==> config.mk <==
export PLATFORM = sky130hd
export DESIGN_NAME = lbdr_input_fifo
export DESIGN_NICKNAME = d
export VERILOG_FILES = /design/src/rtl/lbdr_input_fifo_pkg.sv /design/src/rtl/lbdr_input_fifo_framing_check.sv /design/src/rtl/lbdr_input_fifo.sv
export SDC_FILE = /design/constraint.sdc
export NUM_CORES = 1
export LEC_CHECK = 0
export CORE_ASPECT_RATIO = 0.5
export CORE_MARGIN = 3
export CORE_UTILIZATION = 45
export CTS_CLUSTER_DIAMETER = 80
export DETAILED_ROUTE_END_ITERATION = 6
export PLACE_DENSITY = 0.71
export SYNTH_ARGS = -nofsm -noshare
export SYNTH_HDL_FRONTEND = slang
export SYNTH_HIERARCHICAL = 1
export SYNTH_SLANG_ARGS = --single-unit
==> constraint.sdc <==
create_clock -name clk -period 1.9 [get_ports clk]
set_clock_uncertainty 0.05 [all_clocks]
set_input_delay 0.38 -clock clk [delete_from_list [all_inputs] [get_ports clk]]
set_output_delay 0.38 -clock clk [all_outputs]
set_load 0.01 [all_outputs]
==> src/rtl/lbdr_input_fifo_pkg.sv <==
// Shared LBDR parameters: flit type codes, flit field layout and the
// write-side framing FSM state encoding.
package lbdr_input_fifo_pkg;

   // Flit type codes carried in the top three bits of every flit
   localparam logic [2:0] FLIT_HEADER  = 3'b001;
   localparam logic [2:0] FLIT_PAYLOAD = 3'b010;
   localparam logic [2:0] FLIT_TAIL    = 3'b100;

   // Field widths and MSB offsets measured down from the flit MSB
   localparam int FLIT_TYPE_W  = 3;
   localparam int DST_ADDR_W   = 4;
   localparam int FLIT_TYPE_OFS = 1;   // type field MSB is DATA_WIDTH-1
   localparam int DST_ADDR_OFS  = 4;   // dst field MSB is DATA_WIDTH-4

   // Write-side packet framing states
   typedef enum logic {
      IDLE   = 1'b0,
      IN_PKT = 1'b1
   } frame_state_t;

endpackage

==> src/rtl/lbdr_input_fifo_framing_check.sv <==
// Write-side packet framing tracker plus sticky error flag for the LBDR
// input FIFO. Only instantiated when LBDR_FIFO_CHECK_EN is defined.
module lbdr_fifo_framing_check
   import lbdr_input_fifo_pkg::*;
(
   input  logic       clk,
   input  logic       rst,
   input  logic       wr_accept,
   input  logic [2:0] wr_type,
   input  logic       overflow,
   input  logic       underflow,
   output logic       err
);

   frame_state_t state_r;
   frame_state_t state_next_s;
   logic         violation_s;
   logic         err_r;
   logic         err_next_s;

   // Next framing state and violation detect; only accepted writes advance
   always_comb begin
      state_next_s = state_r;
      violation_s  = 1'b0;
      if (wr_accept) begin
         case (state_r)
            IDLE: begin
               case (wr_type)
                  FLIT_HEADER:  state_next_s = IN_PKT;
                  FLIT_PAYLOAD: violation_s  = 1'b1;
                  FLIT_TAIL:    violation_s  = 1'b1;
                  default:      violation_s  = 1'b1;
               endcase
            end
            IN_PKT: begin
               case (wr_type)
                  FLIT_HEADER:  violation_s  = 1'b1;
                  FLIT_PAYLOAD: state_next_s = IN_PKT;
                  FLIT_TAIL:    state_next_s = IDLE;
                  default:      violation_s  = 1'b1;
               endcase
            end
            default: begin
               state_next_s = IDLE;
               violation_s  = 1'b1;
            end
         endcase
      end else begin
         state_next_s = state_r;
         violation_s  = 1'b0;
      end
   end

   // Error accumulates any overflow, underflow or framing violation
   always_comb begin
      err_next_s = err_r | violation_s | overflow | underflow;
   end

   // Framing state and sticky error registers
   always_ff @(posedge clk or posedge rst) begin
      if (rst) begin
         state_r <= IDLE;
         err_r   <= 1'b0;
      end else begin
         state_r <= state_next_s;
         err_r   <= err_next_s;
      end
   end

   assign err = err_r;

endmodule

==> src/rtl/lbdr_input_fifo.sv <==
// Per-port first-word-fall-through input FIFO feeding LBDR. Presents the
// head flit type/destination, returns one credit per dequeued flit.
// Optional checking (overflow, underflow, framing) under LBDR_FIFO_CHECK_EN;
// without it err is constant 0.
module lbdr_input_fifo
   import lbdr_input_fifo_pkg::*;
#(
   parameter int DATA_WIDTH = 32,
   parameter int DEPTH      = 4
) (
   input  logic                  clk,
   input  logic                  rst,
   input  logic                  valid_in,
   input  logic [DATA_WIDTH-1:0] data_in,
   input  logic                  read_en,
   output logic [DATA_WIDTH-1:0] data_out,
   output logic [2:0]            flit_id,
   output logic [3:0]            dst_addr,
   output logic                  empty,
   output logic                  full,
   output logic                  credit_out,
   output logic                  err
);

   localparam int PTR_W = $clog2(DEPTH);
   localparam int CNT_W = PTR_W + 1;

   logic [DATA_WIDTH-1:0] mem [DEPTH];
   logic [PTR_W-1:0]      wr_ptr_r;
   logic [PTR_W-1:0]      rd_ptr_r;
   logic [CNT_W-1:0]      count_r;
   logic [CNT_W-1:0]      count_next_s;
   logic                  empty_r;
   logic                  full_r;
   logic                  credit_r;
   logic                  wr_accept_s;
   logic                  rd_accept_s;

   // Full/empty come from registered state, so a write while full is dropped
   assign wr_accept_s = valid_in & ~full_r;
   assign rd_accept_s = read_en  & ~empty_r;

   // Occupancy update; simultaneous write and read leaves it unchanged
   always_comb begin
      count_next_s = count_r;
      case ({wr_accept_s, rd_accept_s})
         2'b10:   count_next_s = count_r + CNT_W'(1);
         2'b01:   count_next_s = count_r - CNT_W'(1);
         default: count_next_s = count_r;
      endcase
   end

   // Pointers, occupancy, status flags and credit pulse
   always_ff @(posedge clk or posedge rst) begin
      if (rst) begin
         wr_ptr_r <= '0;
         rd_ptr_r <= '0;
         count_r  <= '0;
         empty_r  <= 1'b1;
         full_r   <= 1'b0;
         credit_r <= 1'b0;
      end else begin
         if (wr_accept_s) begin
            wr_ptr_r <= wr_ptr_r + PTR_W'(1);
         end
         if (rd_accept_s) begin
            rd_ptr_r <= rd_ptr_r + PTR_W'(1);
         end
         count_r  <= count_next_s;
         empty_r  <= (count_next_s == CNT_W'(0));
         full_r   <= (count_next_s == CNT_W'(DEPTH));
         credit_r <= rd_accept_s;
      end
   end

   // Flit storage; contents are deliberately left unreset
   always_ff @(posedge clk) begin
      if (wr_accept_s) begin
         mem[wr_ptr_r] <= data_in;
      end
   end

   assign data_out   = mem[rd_ptr_r];
   assign flit_id    = data_out[DATA_WIDTH-FLIT_TYPE_OFS -: FLIT_TYPE_W];
   assign dst_addr   = data_out[DATA_WIDTH-DST_ADDR_OFS -: DST_ADDR_W];
   assign empty      = empty_r;
   assign full       = full_r;
   assign credit_out = credit_r;

`ifdef LBDR_FIFO_CHECK_EN
   lbdr_fifo_framing_check u_framing_check (
      .clk       (clk),
      .rst       (rst),
      .wr_accept (wr_accept_s),
      .wr_type   (data_in[DATA_WIDTH-FLIT_TYPE_OFS -: FLIT_TYPE_W]),
      .overflow  (valid_in & full_r),
      .underflow (read_en & empty_r),
      .err       (err)
   );
`else
   assign err = 1'b0;
`endif

endmodule

==> results.md <==
- Post-Synth Adder-Cell Area: 0.0157
- Main synth FF type: edfxtp_1
- Violated checks: negative setup slack
- Switching Fraction: 0.279
- Nets@finish: roughly 370
- Largest net degree at the start of global routing: 26
- IO buf count: slightly below 80
- Most frequent cell after synthesis: edfxtp_1
- IO Count: 79
- Status: finished, violations left
- Ratio of cells with drive above 1 in the final layout: 0.405
- Clock latency at the later pin of the worst-skew pair: just over 400 ps
- Final period util: 1.18
- RSZ-0062 raised after global routing: yes
- Sequential fraction of design power: 0.367
- # fillers: 774
- Placed cell count: approximately 460
- Synth-to-Final Area Change: 32.7%
- Final setup violation count: 39
- Leakage: 0.00245 uW
- CTS H-tree lvls: 4
- WL/cell: 20.0 um
- Drt drc: 0
- Critical path endpoint category: output port
- Die H: ~83 um
- Internal Pwr Total: 8310 uW
- Row count: 27
- Clock Path Buffers: 2
- Max-slew violations: 0
- Core area: around 11000 um^2
- Setup ws final: -333 ps
- IR drop worst, VDD: between 800 and 900 uV
- Req. time, crit path: around 1500 ps
- Routability Congestion: ~0.65
- Vias: roughly 2500
- Compound-Gate Fraction of Synth Area: 0.00499
- Comb power frac: 0.352
- Final Core Density: 0.623
- Fin. Hold Viols: 0
- CTS tree: yes
- Vias in the first global route: approximately 2700
- Synth top cells by count: edfxtp_1, mux4_2, dfrtp_1
- Synth Instances: between 200 and 250
- Top cell type's share of synthesized area: 0.730
- Mux contribution to synthesized area: 0.142
- Non-filler cells in the finished layout: 497
- Largest area contributor in the netlist: edfxtp_1
- Global Route Usage Sum: 0.163
- Initial Util: 0.470
- Fmax: ~0.45 GHz
- Root buffer cell: clkbuf_16
- Async set-reset flop share out of synthesis: 0.0725
- Synthesized area: 5270 um^2
- CP startpoint: rd_ptr_r[0]
- Kind of critical path: register to output port
- Iter 0 DRT Violations: between 90 and 100
- Ranking of synthesized cells by area: edfxtp_1, mux4_2, dfrtp_1
- Pwr/cell area: roughly 1600 nW/um^2
- Seq/Total Area, Yosys: 0.777
- Final wirelength: about 10000 um
- Hpwl dp: about 6100 um
- Clk sinks: ~140
- CP Max Fanout: 8
- MaxCap Viol Count: 0
- Die X: ~160 um
- FF+latch count, synth: 138
- CTS Buf Count: 17
- Switching pwr: approximately 3200 uW
- Avg Inst Size Synth: between 20 and 25 um^2
- Initial antenna violation count: 0
- ANT nets after route: 0
- Netlist cell types: 29
- Post-synthesis xor/xnor area fraction: 0.00997
- Pre-antenna DRT Iters: 4
- Crit path DAT: 1800 ps
- Global-route wire length before repair: 15500 um
- Final min period: 2230 ps
- Largest family of logic cells by synthesized area: multiplexers
- Post-Syn Nets: 267
- Die ar.: around 13000 um^2
- Simple-gate area share of the yosys netlist: 0.0169
- Worst Setup Start Kind: register
- Clock share of power: 0.281
- Clock transition at path regs: about 50 ps
- Hold Path Class: primary input to async pin
- R2R Path Start: empty
- Synth warn: 6
- Post-DR vias/cell: 5.00
- # diodes: 0
- Post-synth EDFFs: 128
- Total gr overflow: 0
## metrics by stage
step	area [um^2]	hold WS [ps]	setup slack, ps	setup TNS [ps]	total power [uW]
after global placement	6330	520	-444	-11010	7990
after floorplan	5300	169	-92.0	-128	6430
final	6990	186	-333	-11630	11500
after global routing	6990	214	-402	-14270	12100
after detailed placement	6330	557	-500	-14830	8160
after CTS	6970	185	-407	-13410	11600
## cell usage in the layout, fill, tap and decap left out, types with 8 or more instances in the layout
cell,Yosys,final
edfxtp_1,128,128
clkdlybuf4s50_1,0,37
buf_6,1,34
mux4_2,28,32
clkbuf_16,0,17
buf_12,3,9
buf_4,8,9
dfrtp_1,9,8
buf_2,3,8
## area by class of cell
type	count	area [um^2]	area share
repair buffers	99	1060	0.152
clock inverters	14	155	0.0222
clock buffers	18	429	0.0614
multi-input cells	65	1030	0.147
flip-flops and latches	138	4100	0.586
inverters	4	15.0	0.00215
well taps	159	199	0.0285
## power groups by stage
stage | registers [uW] | logic, uW | clock network (uW)
2_1_floorplan | 4170 | 2260 | 0
3_3_place_gp | 4200 | 3790 | 0
3_5_place_dp | 4260 | 3910 | 0
4_1_cts | 4230 | 4110 | 3300
5_1_grt | 4280 | 4350 | 3450
6_report | 4230 | 4060 | 3240
## registers in the layout, summed over array words and instances, names as in the netlist
register / cells
count_r: 3
credit_out: 1
empty: 1
full: 1
mem: 128
rd_ptr_r: 2
wr_ptr_r: 2
## critical path, stage by stage (launching register included)
cell and delay (ps):
dfrtp_2 500, buf_12 180, mux4_2 550, buf_6 150
## final timing paths
kind / endpoint / slack (ps) / depth (start not counted)
worst min register to register: wr_ptr_r[1] / 570 / 2
max in group asynchronous: empty / 1310 / 2
worst max register to register: count_r[2] / 20 / 6
worst min-delay path: rd_ptr_r[1] / 190 / 2
worst max-delay path: dst_addr[0] / -330 / 3
min in group clk: mem[2][16] / 550 / 1
## per-layer routing
layer	GRT usage	part of all wire
met3	0.0513	0.042
met4	0.0716	0.016
met2	0.284	0.54
met1	0.194	0.40
met5	0	0
## logic make-up (layout without fill, tap and decap cells)
kind of cell | after synthesis | count (layout)
XOR/XNOR | 6 | 6
AO/OA/AOI/OAI | 4 | 4
AND/OR/NAND/NOR | 15 | 15
buffers and inverters | 22 | 135
flip-flops | 138 | 138
other | 1 | 1
adder cells (fa/ha/maj) | 6 | 6
multiplexers | 33 | 33
## timing repair
action | 4_1_cts | 5_1_grt
setup endpoints to repair | 43 | 42
resized for setup | 190 | 17
hold buffers | 0 | 0
gates cloned | 2 | 0
buffers inserted | 6 | 1
pin swaps | 3 | 2
No activity file was read; power rests on OpenSTA's default activity.
